--- config.mk ---
export PLATFORM = sky130hd
export DESIGN_NAME = shift_left_gate
export DESIGN_NICKNAME = d
export VERILOG_FILES = /design/src/rtl/shift_left_gate.sv
export SDC_FILE = /design/constraint.sdc
export NUM_CORES = 1
export LEC_CHECK = 0
export ABC_AREA = 1
export BUFFER_PORTS_ARGS = -buffer_cell sky130_fd_sc_hd__buf_2
export CAP_MARGIN = 20
export CELL_PAD_IN_SITES_DETAIL_PLACEMENT = 0
export CELL_PAD_IN_SITES_GLOBAL_PLACEMENT = 1
export CORE_ASPECT_RATIO = 1.25
export CORE_MARGIN = 2
export CORE_UTILIZATION = 32
export CTS_BUF_LIST = sky130_fd_sc_hd__clkbuf_4 sky130_fd_sc_hd__clkbuf_8 sky130_fd_sc_hd__clkbuf_16
export DETAILED_ROUTE_END_ITERATION = 16
export PLACE_DENSITY = 0.8
export SLEW_MARGIN = 5
export SYNTH_ARGS = -nofsm -noshare
export SYNTH_HDL_FRONTEND = slang
export SYNTH_SLANG_ARGS = --single-unit
--- constraint.sdc ---
create_clock -name clk -period 1.8 [get_ports clk]
set_clock_uncertainty 0.15 [all_clocks]
set_input_delay 0.45 -clock clk [delete_from_list [all_inputs] [get_ports clk]]
set_output_delay 0.45 -clock clk [all_outputs]
set_load 0.01 [all_outputs]
--- src/rtl/shift_left_gate.sv ---
// shift_left_gate
//   Registered logical shift-left unit for the N-bit ALU datapath.
//   A_num is shifted left by the unsigned amount in B_num, with zeros filled
//   in from the LSB. The result is registered together with the sign, carry,
//   zero and signed-overflow flags. The result appears one clock after the
//   operands are presented.
//
// Ports
//   clk       : rising-edge clock
//   rst       : synchronous active-high reset (has priority over valid_in)
//   valid_in  : operands are valid this cycle and are captured
//   A_num     : value to be shifted (N bits)
//   B_num     : shift amount, unsigned (N bits)
//   result    : A_num << B_num, truncated to N bits (registered)
//   sign      : result[N-1] (registered)
//   carry     : last bit shifted out of the MSB (registered)
//   zero      : result == 0 (registered; resets to 0)
//   overflow  : two's-complement overflow of the shift (registered)
//   valid_out : outputs were updated on the last edge
module shift_left_gate #(
  parameter int N = 6
) (
  input  logic         clk,
  input  logic         rst,
  input  logic         valid_in,
  input  logic [N-1:0] A_num,
  input  logic [N-1:0] B_num,
  output logic [N-1:0] result,
  output logic         sign,
  output logic         carry,
  output logic         zero,
  output logic         overflow,
  output logic         valid_out
);

  // Enough stages to shift by any amount up to and including N, because the
  // carry for s == N still has to be produced by the shifter.
  localparam int unsigned STAGES = $clog2(N + 1);
  localparam int unsigned DW     = 2 * N - 2;
  localparam logic [N-1:0] N_VAL = N[N-1:0];

  logic [N:0]    ext;       // {carry slot, A_num} shifted together
  logic [DW-1:0] dx;        // neighbour-difference bits, zero-extended on top
  logic [N-2:0]  diff;
  logic          below_n;
  logic          in_range;
  logic [N-1:0]  res_c;
  logic          carry_c;
  logic          ovf_c;

  // Overflow detection: diff[i] marks A_num[i+1] != A_num[i]. After shifting
  // diff left by s, the bits that land in the upper half are exactly
  // diff[N-2:N-1-s], so any set bit there means the top s+1 bits of A_num
  // were not all equal. For s == 0 nothing reaches the upper half.
  always_comb begin
    diff = A_num[N-1:1] ^ A_num[N-2:0];
    ext  = {1'b0, A_num};
    dx   = {{(N-1){1'b0}}, diff};
    for (int unsigned k = 0; k < STAGES; k++) begin
      if (B_num[k]) begin
        ext = ext << (1 << k);
        dx  = dx << (1 << k);
      end
    end
    below_n  = (B_num < N_VAL);
    in_range = (B_num <= N_VAL);
    res_c    = below_n ? ext[N-1:0] : '0;
    carry_c  = in_range & ext[N];
    ovf_c    = below_n ? (|dx[DW-1:N-1]) : (|A_num);
  end

  always_ff @(posedge clk) begin
    if (rst) begin
      result    <= '0;
      sign      <= 1'b0;
      carry     <= 1'b0;
      zero      <= 1'b0;
      overflow  <= 1'b0;
      valid_out <= 1'b0;
    end else begin
      valid_out <= valid_in;
      if (valid_in) begin
        result   <= res_c;
        sign     <= res_c[N-1];
        carry    <= carry_c;
        zero     <= (res_c == '0);
        overflow <= ovf_c;
      end
    end
  end

endmodule

==> flow_summary.json, run 1 <==
{
  "grt_start_max_net_pins": 17,
  "synth_area_um2": 751,
  "seqPwrFrac_pct": 44.3,
  "synth.avg_cell_area_um2": 6.05,
  "status": "finished, final reports clean",
  "diodes": 0,
  "ys_seq_area_share_pct": 26.7,
  "holdCritStartpoint": "rst",
  "netlist.area_leader.share_pct": 26.7,
  "dieArea_mm2": 0.00275,
  "cts_resized": 0,
  "clk_latency_ps": 260,
  "p_sw_share_pct": 31.3,
  "crit_fanout": 5,
  "synth_common_cells": "30 x nand2_1, 15 x inv_1, 14 x nor2_1",
  "htreeDepth": 1,
  "finalHoldViolCount": 0,
  "gp_congestion": 0.807,
  "cellLeakagePower_nw": 0.499,
  "fmax_mhz": 697,
  "path_cells": "buf_2, nor2_1, nand2_1, nor2_1, nand3_1, nand2_1, inv_1, nand2_1, nor2_1, nor2_1, nor2_1",
  "grt_first_pass_wirelength_um": 3260,
  "crit_family": "simple AND/OR/NAND/NOR gates",
  "whs_endpoint": "overflow",
  "fin_crit_sh_pct": 79.7,
  "ctsHoldBuffers": 0,
  "drv_cap": 0,
  "slew_viol_final": 0,
  "num-fill-cells": 251,
  "intPower_mw": 0.372,
  "dp.cells": 177,
  "cp-start-kind": "input pin",
  "synth-async-reset-ratio_pct": 0,
  "drt-total-wl_um": 1920,
  "timing.rr.start": "zero",
  "timing.slew.headroom_pct": 79.0,
  "worstMarginPinSlew_ps": 313,
  "p_clk_share_pct": 27.3,
  "endpoint_kind": "flip-flop",
  "path_clk_slew_ps": 60,
  "layout-drive-gt1-share_pct": 24.2,
  "cp_data_arrival_time_ps": 1450,
  "finalCriticalPeriod_ps": 1440,
  "path_common_cell": "nor2_1",
  "r2r_cells": 4,
  "die_w_um": 47.3,
  "cts-buffers-inserted": 3,
  "coreArea_mm2": 0.00221,
  "r2r_end": "zero",
  "cts_post_setup_buffers_inserted": 0,
  "syn_to_final_growth_pct": 24.3,
  "initial_core_util_pct": 34.0,
  "finalNetCount": 169,
  "grt_usage_pct": 16.1,
  "synth-seq-cells": 10,
  "wl_per_cell_um": 10.7,
  "antenna_left": 0,
  "drt_iter0_drc": 25,
  "hp-class": "in2reg",
  "dr.pass1.iters": 4,
  "synthTopCellsByArea": "dfxtp_1 27%, nand2_1 15%, nand3_1 8.7%, inv_1 7.5%, a21oi_1 7.3%",
  "crit_path_max_incr_delay_ps": 180,
  "syn_nets": 142,
  "hpwlAfterDp_um": 1590,
  "cts-root-buf": "clkbuf_4",
  "cts_tree": "yes",
  "num_io_pins": 26,
  "synthFlopType": "dfxtp_1",
  "ys_types": 21,
  "min_delay_path_depth": 2,
  "clock_sinks": 10,
  "r2r_slack_ps": 1020,
  "drc": 0,
  "yosysWarnings": 0,
  "worstSetupPathType": "in2reg",
  "ir_worst_vdd_mv": 0.247,
  "switchingPower_mw": 0.169,
  "clock_path_buffers": 2,
  "die-height_um": 58.2,
  "tns_ps": 0,
  "crit_path_top_delay_cell": "nor2_1",
  "syn_inst": 124,
  "cp.buffers_inverters": 2,
  "finalNonFillerCells": 180,
  "grt_pass1_vias": 804,
  "yosysMostFrequentCell": "nand2_1",
  "synth_edf_count": 0,
  "vias": 868,
  "antenna_found_initial": 0,
  "grt_overflow_total": 0,
  "rsz0062_at_grt": "no",
  "portBuffers": 25,
  "finalSetupViolCount": 0,
  "vias_per_cell": 4.82,
  "rows": 19,
  "synth_top_area_cell": "dfxtp_1",
  "crit_required_ps": 1810,
  "combPwrFrac_pct": 28.4,
  "power_density_mw_per_mm2": 579
}
[cell type report]
cell class	instances	area [µm²]	area share, %
Clock buffer	3	22.5	2.41
Tap cell	31	38.8	4.16
Timing Repair Buffer	26	145	15.5
Inverter	18	67.6	7.24
Multi-Input combinational cell	92	459	49.2
Sequential cell	10	200	21.4
[flip-flops by register name, summed over array words and instances (netlist names)]
name       flops
carry          1
valid_out      1
overflow       1
zero           1
result         6
[stage by stage]
stage | utilization, % | total power, mW | hold WS [ps] | setup WS (ps) | cell area, µm²
finish | 42.2 | 0.540 | 246 | 365 | 933
global route | 42.2 | 0.580 | 255 | 175 | 933
CTS | 42.2 | 0.546 | 239 | 339 | 933
detailed placement | 41.2 | 0.398 | 318 | 60.5 | 911
global placement | 41.2 | 0.396 | 313 | 82.5 | 911
floorplan | - | 0.340 | 332 | 313 | 751
[layer usage]
metal  wire [µm]  global-route usage (%)  vias to the layer above
met5           0                       0                        -
met4          49                    7.54                        0
met3          78                   0.935                        5
met2         911                    28.2                       27
met1         885                    18.9                      382
li1            -                       -                      454
[worst max-delay path by stage]
stage	from	cells past startpoint	slack, ps	endpoint
global route	B_num[5]	11	170	zero
finish	B_num[5]	11	360	zero
global placement	B_num[5]	11	80	zero
detailed placement	B_num[5]	11	60	zero
floorplan	A_num[4]	10	310	overflow
CTS	B_num[5]	11	340	zero
[cell usage in the layout, fill, tap and decap left out, types with 9 or more instances in the layout]
master   count
nand3_1     13
nand2_1     30
buf_2       25
o21ai_0      9
nor2_1      14
inv_1       15
a21oi_1     11
dfxtp_1     10
[cells by family (layout without fill, tap and decap cells)]
logic type	count (synthesis)	in the layout	synth area share, %
AND/OR/NAND/NOR	62	62	36.8
buffers and inverters	22	47	12.2
adder cells (fa/ha/maj)	3	3	5.00
AO/OA/AOI/OAI	27	27	19.3
flip-flops	10	10	26.7
[power by group through the flow]
stage | Clock (mW) | Combinational [mW] | Sequential, mW
floorplan | 0 | 0.0886 | 0.251
global placement | 0 | 0.152 | 0.244
detailed placement | 0 | 0.154 | 0.244
CTS | 0.152 | 0.155 | 0.239
global route | 0.163 | 0.176 | 0.241
finish | 0.147 | 0.154 | 0.239
No activity file was read; power rests on OpenSTA's default activity.
==> inputs of run 2 (changes only) <==
==> constraint.sdc (replaced) <==
create_clock -name clk -period 1.35 [get_ports clk]
set_clock_uncertainty 0.15 [all_clocks]
set_input_delay 0.3375 -clock clk [delete_from_list [all_inputs] [get_ports clk]]
set_output_delay 0.3375 -clock clk [all_outputs]
set_load 0.01 [all_outputs]
==> run 2 against run 1 <==
Net effect: total power increased by 55%; core utilization increased by 9.8 points; register-to-register slack got worse by 480 ps; combinational power increased by 69%; clock power increased by 77%; setup slack got worse by 260 ps; critical path depth unchanged; hold slack got worse by 120 ps; largest cell class unchanged.
==> flow_summary.json, run 2 (synthesis gave the netlist of run 1 again) <==
{
  "finalNetCount": 194,
  "worstSetupPathType": "in2reg",
  "multi_input_area_um2": 484,
  "dieArea_mm2": 0.00275,
  "clock_path_buffers": 2,
  "cp.depth": 11,
  "r2r_slack_ps": 540,
  "cts-buffers-inserted": 3,
  "portBuffers": 25,
  "gp_congestion": 0.838,
  "die_w_um": 47.3,
  "num_io_pins": 26,
  "tns_ps": 0,
  "crit_family": "simple AND/OR/NAND/NOR gates",
  "dp.cells": 202,
  "cp_data_arrival_time_ps": 1300,
  "grt_usage_pct": 19.3,
  "cts_tree": "yes",
  "ctsHoldBuffers": 0,
  "crit_required_ps": 1400,
  "layout_commonest_cell": "nand2_1",
  "cts-root-buf": "clkbuf_4",
  "finalSetupViolCount": 0,
  "initial_core_util_pct": 34.0,
  "cp.buffers_inverters": 3,
  "holdCritStartpoint": "rst",
  "antenna_found_initial": 0,
  "largest_reg_flops": 6,
  "cp-start-kind": "input pin",
  "power_density_mw_per_mm2": 730,
  "grt_first_pass_wirelength_um": 3910,
  "coreArea_mm2": 0.00221,
  "grt_start_max_net_pins": 12,
  "layout_common_cells": "29 x nand2_1, 27 x buf_4, 24 x buf_2, 13 x inv_1, 13 x nand3_1",
  "htreeDepth": 1,
  "dr.pass1.iters": 4,
  "path_cells": "buf_2, buf_4, nor2_4, nand3_1, nand2_1, inv_1, nand2_2, nand3_2, nor2_1, nor2_1, nor2_1",
  "finalCriticalPeriod_ps": 1250,
  "r2r_end": "zero",
  "endpoint_kind": "flip-flop",
  "crit_path_top_delay_cell": "buf_4",
  "drt-total-wl_um": 2110,
  "drv_cap": 0,
  "slew_viol_final": 0,
  "clock_sinks": 10,
  "vias_per_cell": 4.67,
  "min_delay_path_depth": 2,
  "whs_endpoint": "overflow",
  "drt_iter0_drc": 12,
  "wl_per_cell_um": 10.2,
  "rsz0062_at_grt": "yes",
  "syn_to_final_growth_pct": 53.2,
  "vias": 962,
  "grt_pass1_vias": 934,
  "grt_overflow_total": 0,
  "finalHoldViolCount": 0,
  "timing.rr.start": "zero",
  "timing.slew.headroom_pct": 86.4,
  "fin_crit_sh_pct": 92.6,
  "status": "finished, final reports clean",
  "largest_register": "result",
  "rows": 19,
  "fmax_mhz": 800,
  "cts_post_setup_buffers_inserted": 0,
  "path_common_cell": "nor2_1",
  "num-fill-cells": 260,
  "clk_latency_ps": 260,
  "diodes": 0,
  "cts_resized": 0,
  "hpwlAfterDp_um": 1880,
  "cellLeakagePower_nw": 0.617,
  "r2r_cells": 4,
  "ir_worst_vdd_mv": 0.426,
  "drc": 0,
  "path_clk_slew_ps": 70,
  "ff_latch_area_um2": 200,
  "antenna_left": 0,
  "crit_fanout": 6,
  "finalNonFillerCells": 206,
  "worstMarginPinSlew_ps": 204,
  "crit_path_max_incr_delay_ps": 170,
  "die-height_um": 58.2,
  "hp-class": "in2reg",
  "layout-drive-gt1-share_pct": 38.9
}
run 2: changes by cell type in the layout (fill, tap and decap cells not counted), moves of 2 or more:
cell	change
o21ai_1	+2
buf_4	+27
nor2_1	-2
o21ai_0	-2
inv_2	+2
inv_1	-2
run 2: area by class of cell:
cell class | instances | share of cell area [%]
multi-input cells | 92 | 42.1
inverters | 18 | 5.88
flip-flops and latches | 10 | 17.4
well taps | 31 | 3.37
repair buffers | 51 | 28.1
clock buffers | 4 | 3.16
run 2: per-layer routing:
layer | share of wire (%) | global-route usage (%) | routed length [µm] | up-vias
met5 | 0 | 0 | 0 | -
met4 | 1.1 | 5.95 | 23 | 0
met3 | 3.3 | 3.12 | 70 | 2
met2 | 57 | 34.6 | 1200 | 21
met1 | 39 | 22.1 | 816 | 435
li1 | - | - | - | 504
run 2: worst register-to-register path: stages (launching register included):
cell	delay, ps
dfxtp_1	330
inv_1	40
nor2_1	90
nor2_1	60
nor2_1	80
run 2: through the flow:
step / utilization (%) / cell area, µm² / total power, mW / hold slack, ps / worst slack [ps]
finish: 52.0 / 1150 / 0.840 / 124 / 99.9
global route: 52.0 / 1150 / 0.913 / 113 / -4.46
CTS: 51.3 / 1130 / 0.847 / 124 / 28.1
detailed placement: 49.7 / 1100 / 0.584 / 304 / -251
global placement: 49.7 / 1100 / 0.577 / 298 / -204
floorplan: - / 763 / 0.456 / 257 / 13.5
run 2: worst max path at each step:
stage | start | endpoint
2_1_floorplan | B_num[5] | zero
3_3_place_gp | B_num[0] | carry
3_5_place_dp | B_num[5] | zero
4_1_cts | B_num[5] | zero
5_1_grt | B_num[0] | zero
6_report | B_num[2] | zero
run 2: power by group:
group	switching [mW]	leakage, nW	internal (mW)
logic	0.138	0.514	0.123
clock network	0.0967	0.0210	0.163
registers	0.00674	0.0827	0.312
==> inputs of run 3 (changes only) <==
--- a/config.mk
+++ b/config.mk
@@ -11,7 +11,7 @@
 export CELL_PAD_IN_SITES_DETAIL_PLACEMENT = 0
 export CELL_PAD_IN_SITES_GLOBAL_PLACEMENT = 1
 export CORE_ASPECT_RATIO = 1.25
-export CORE_MARGIN = 2
+export CORE_MARGIN = 4
 export CORE_UTILIZATION = 32
 export CTS_BUF_LIST = sky130_fd_sc_hd__clkbuf_4 sky130_fd_sc_hd__clkbuf_8 sky130_fd_sc_hd__clkbuf_16
 export DETAILED_ROUTE_END_ITERATION = 16
==> run 3 against run 2 <==
Net effect: wire length increased by 6.9%; register-to-register slack about the same; final area is 0.98% lower; via count down 1.0%; combinational power is essentially flat; sequential share of layout area up 0.17 points; first-iteration DRC count increased by 75%; largest cell class unchanged; highest routed layer unchanged.
==> flow_summary.json, run 3 (synthesis gave the netlist of run 1 again) <==
{
  "status": "finished, final reports clean",
  "total_power_mw": 0.789,
  "vias": 952,
  "cts-root-buf": "clkbuf_4",
  "num-fill-cells": 237,
  "vias_per_cell": 4.69,
  "grt_overflow_total": 0,
  "r2r_slack_ps": 540,
  "grt_usage_pct": 14.8,
  "layout-drive-gt1-share_pct": 39.0,
  "diodes": 0,
  "finalCriticalPeriod_ps": 1260,
  "cts-buffers-inserted": 3,
  "final_area_mm2": 0.00114,
  "wl_per_cell_um": 11.1,
  "clock_sinks": 10,
  "coreArea_mm2": 0.00221,
  "fin_crit_sh_pct": 93.5,
  "grt_start_max_net_pins": 16,
  "dr.pass1.iters": 4,
  "antenna_found_initial": 0,
  "hpwlAfterDp_um": 1930,
  "crit_required_ps": 1400,
  "drc": 0,
  "fmax_mhz": 792,
  "clk_latency_ps": 260,
  "drt_iter0_drc": 21,
  "ctsHoldBuffers": 0,
  "dp.cells": 200,
  "rows": 19,
  "cellLeakagePower_nw": 0.603,
  "hp-class": "in2reg",
  "grt_first_pass_wirelength_um": 3650,
  "layout_common_cells": "29 x nand2_1, 24 x buf_2, 24 x buf_4, 14 x inv_1, 12 x nand3_1",
  "placed_area_mm2": 0.00108,
  "clock_path_buffers": 2,
  "cts_tree": "yes",
  "dieArea_mm2": 0.00319,
  "largest_reg_flops": 6,
  "cp_data_arrival_time_ps": 1310,
  "power_density_mw_per_mm2": 693,
  "initial_core_util_pct": 34.0,
  "num_io_pins": 26,
  "finalNetCount": 192,
  "finalSetupViolCount": 0,
  "timing.slew.headroom_pct": 85.0,
  "layout_commonest_cell": "nand2_1",
  "drv_cap": 0,
  "ir_worst_vdd_mv": 0.393,
  "finalHoldViolCount": 0,
  "die-height_um": 62.2,
  "worstMarginPinSlew_ps": 223,
  "largest_register": "result",
  "cts_resized": 0,
  "finalNonFillerCells": 203,
  "htreeDepth": 1,
  "cp-start-kind": "input pin",
  "die_w_um": 51.3,
  "cts_post_setup_buffers_inserted": 0,
  "endpoint_kind": "flip-flop",
  "gp_congestion": 0.852,
  "crit_fanout": 4,
  "slew_viol_final": 0,
  "grt_pass1_vias": 934,
  "worstSetupPathType": "in2reg",
  "drt-total-wl_um": 2250,
  "portBuffers": 25,
  "path_clk_slew_ps": 70,
  "antenna_left": 0,
  "syn_to_final_growth_pct": 51.7
}
[run 3: metrics by stage]
stage | utilization (%) | hold WS [ps] | TNS (ps) | worst slack [ps]
2_1_floorplan | - | 257 | 0 | 13.5
3_3_place_gp | 49.0 | 296 | -930 | -216
3_5_place_dp | 49.0 | 315 | -1140 | -217
4_1_cts | 50.0 | 124 | 0 | 53.2
5_1_grt | 51.5 | 130 | -13.1 | -13.1
6_report | 51.5 | 118 | 0 | 88.2
[run 3: report_power, final]
| group | switching [mW] | internal (mW) |
|---|---|---|
| clock | 0.103 | 0.103 |
| sequential | 0.00696 | 0.312 |
| combinational | 0.142 | 0.122 |
| total | 0.252 | 0.537 |
[run 3: layout make-up]
class / count / area, µm² / area share, %
clock buffers: 3 / 22.5 / 1.98
inverters: 18 / 70.1 / 6.15
multi-input cells: 92 / 495 / 43.5
flip-flops and latches: 10 / 200 / 17.6
well taps: 31 / 38.8 / 3.41
repair buffers: 49 / 312 / 27.4
[run 3: critical path: stages]
cell and delay, ps:
buf_2 130, buf_4 150, nor2_4 110, nand3_1 80
nand2_1 60, inv_1 50, nand2_2 70, nand3_2 70
nor2_2 110, nor2_1 50, nor2_1 90
[run 3: final timing paths]
check / start / to / cells after the start
worst min-delay path: rst / valid_out / 2
worst max register to register: zero / zero / 4
worst min register to register: overflow / overflow / 2
worst max-delay path: B_num[2] / zero / 11
[run 3: metal layers]
metal  vias to the layer above  GRT usage [%]  wire length [µm]
li1                        499              -                 -
met1                       420           14.1               834
met2                        27           29.7              1260
met3                         6           2.15               108
met4                         0           5.90                45
met5                         -              0                 0
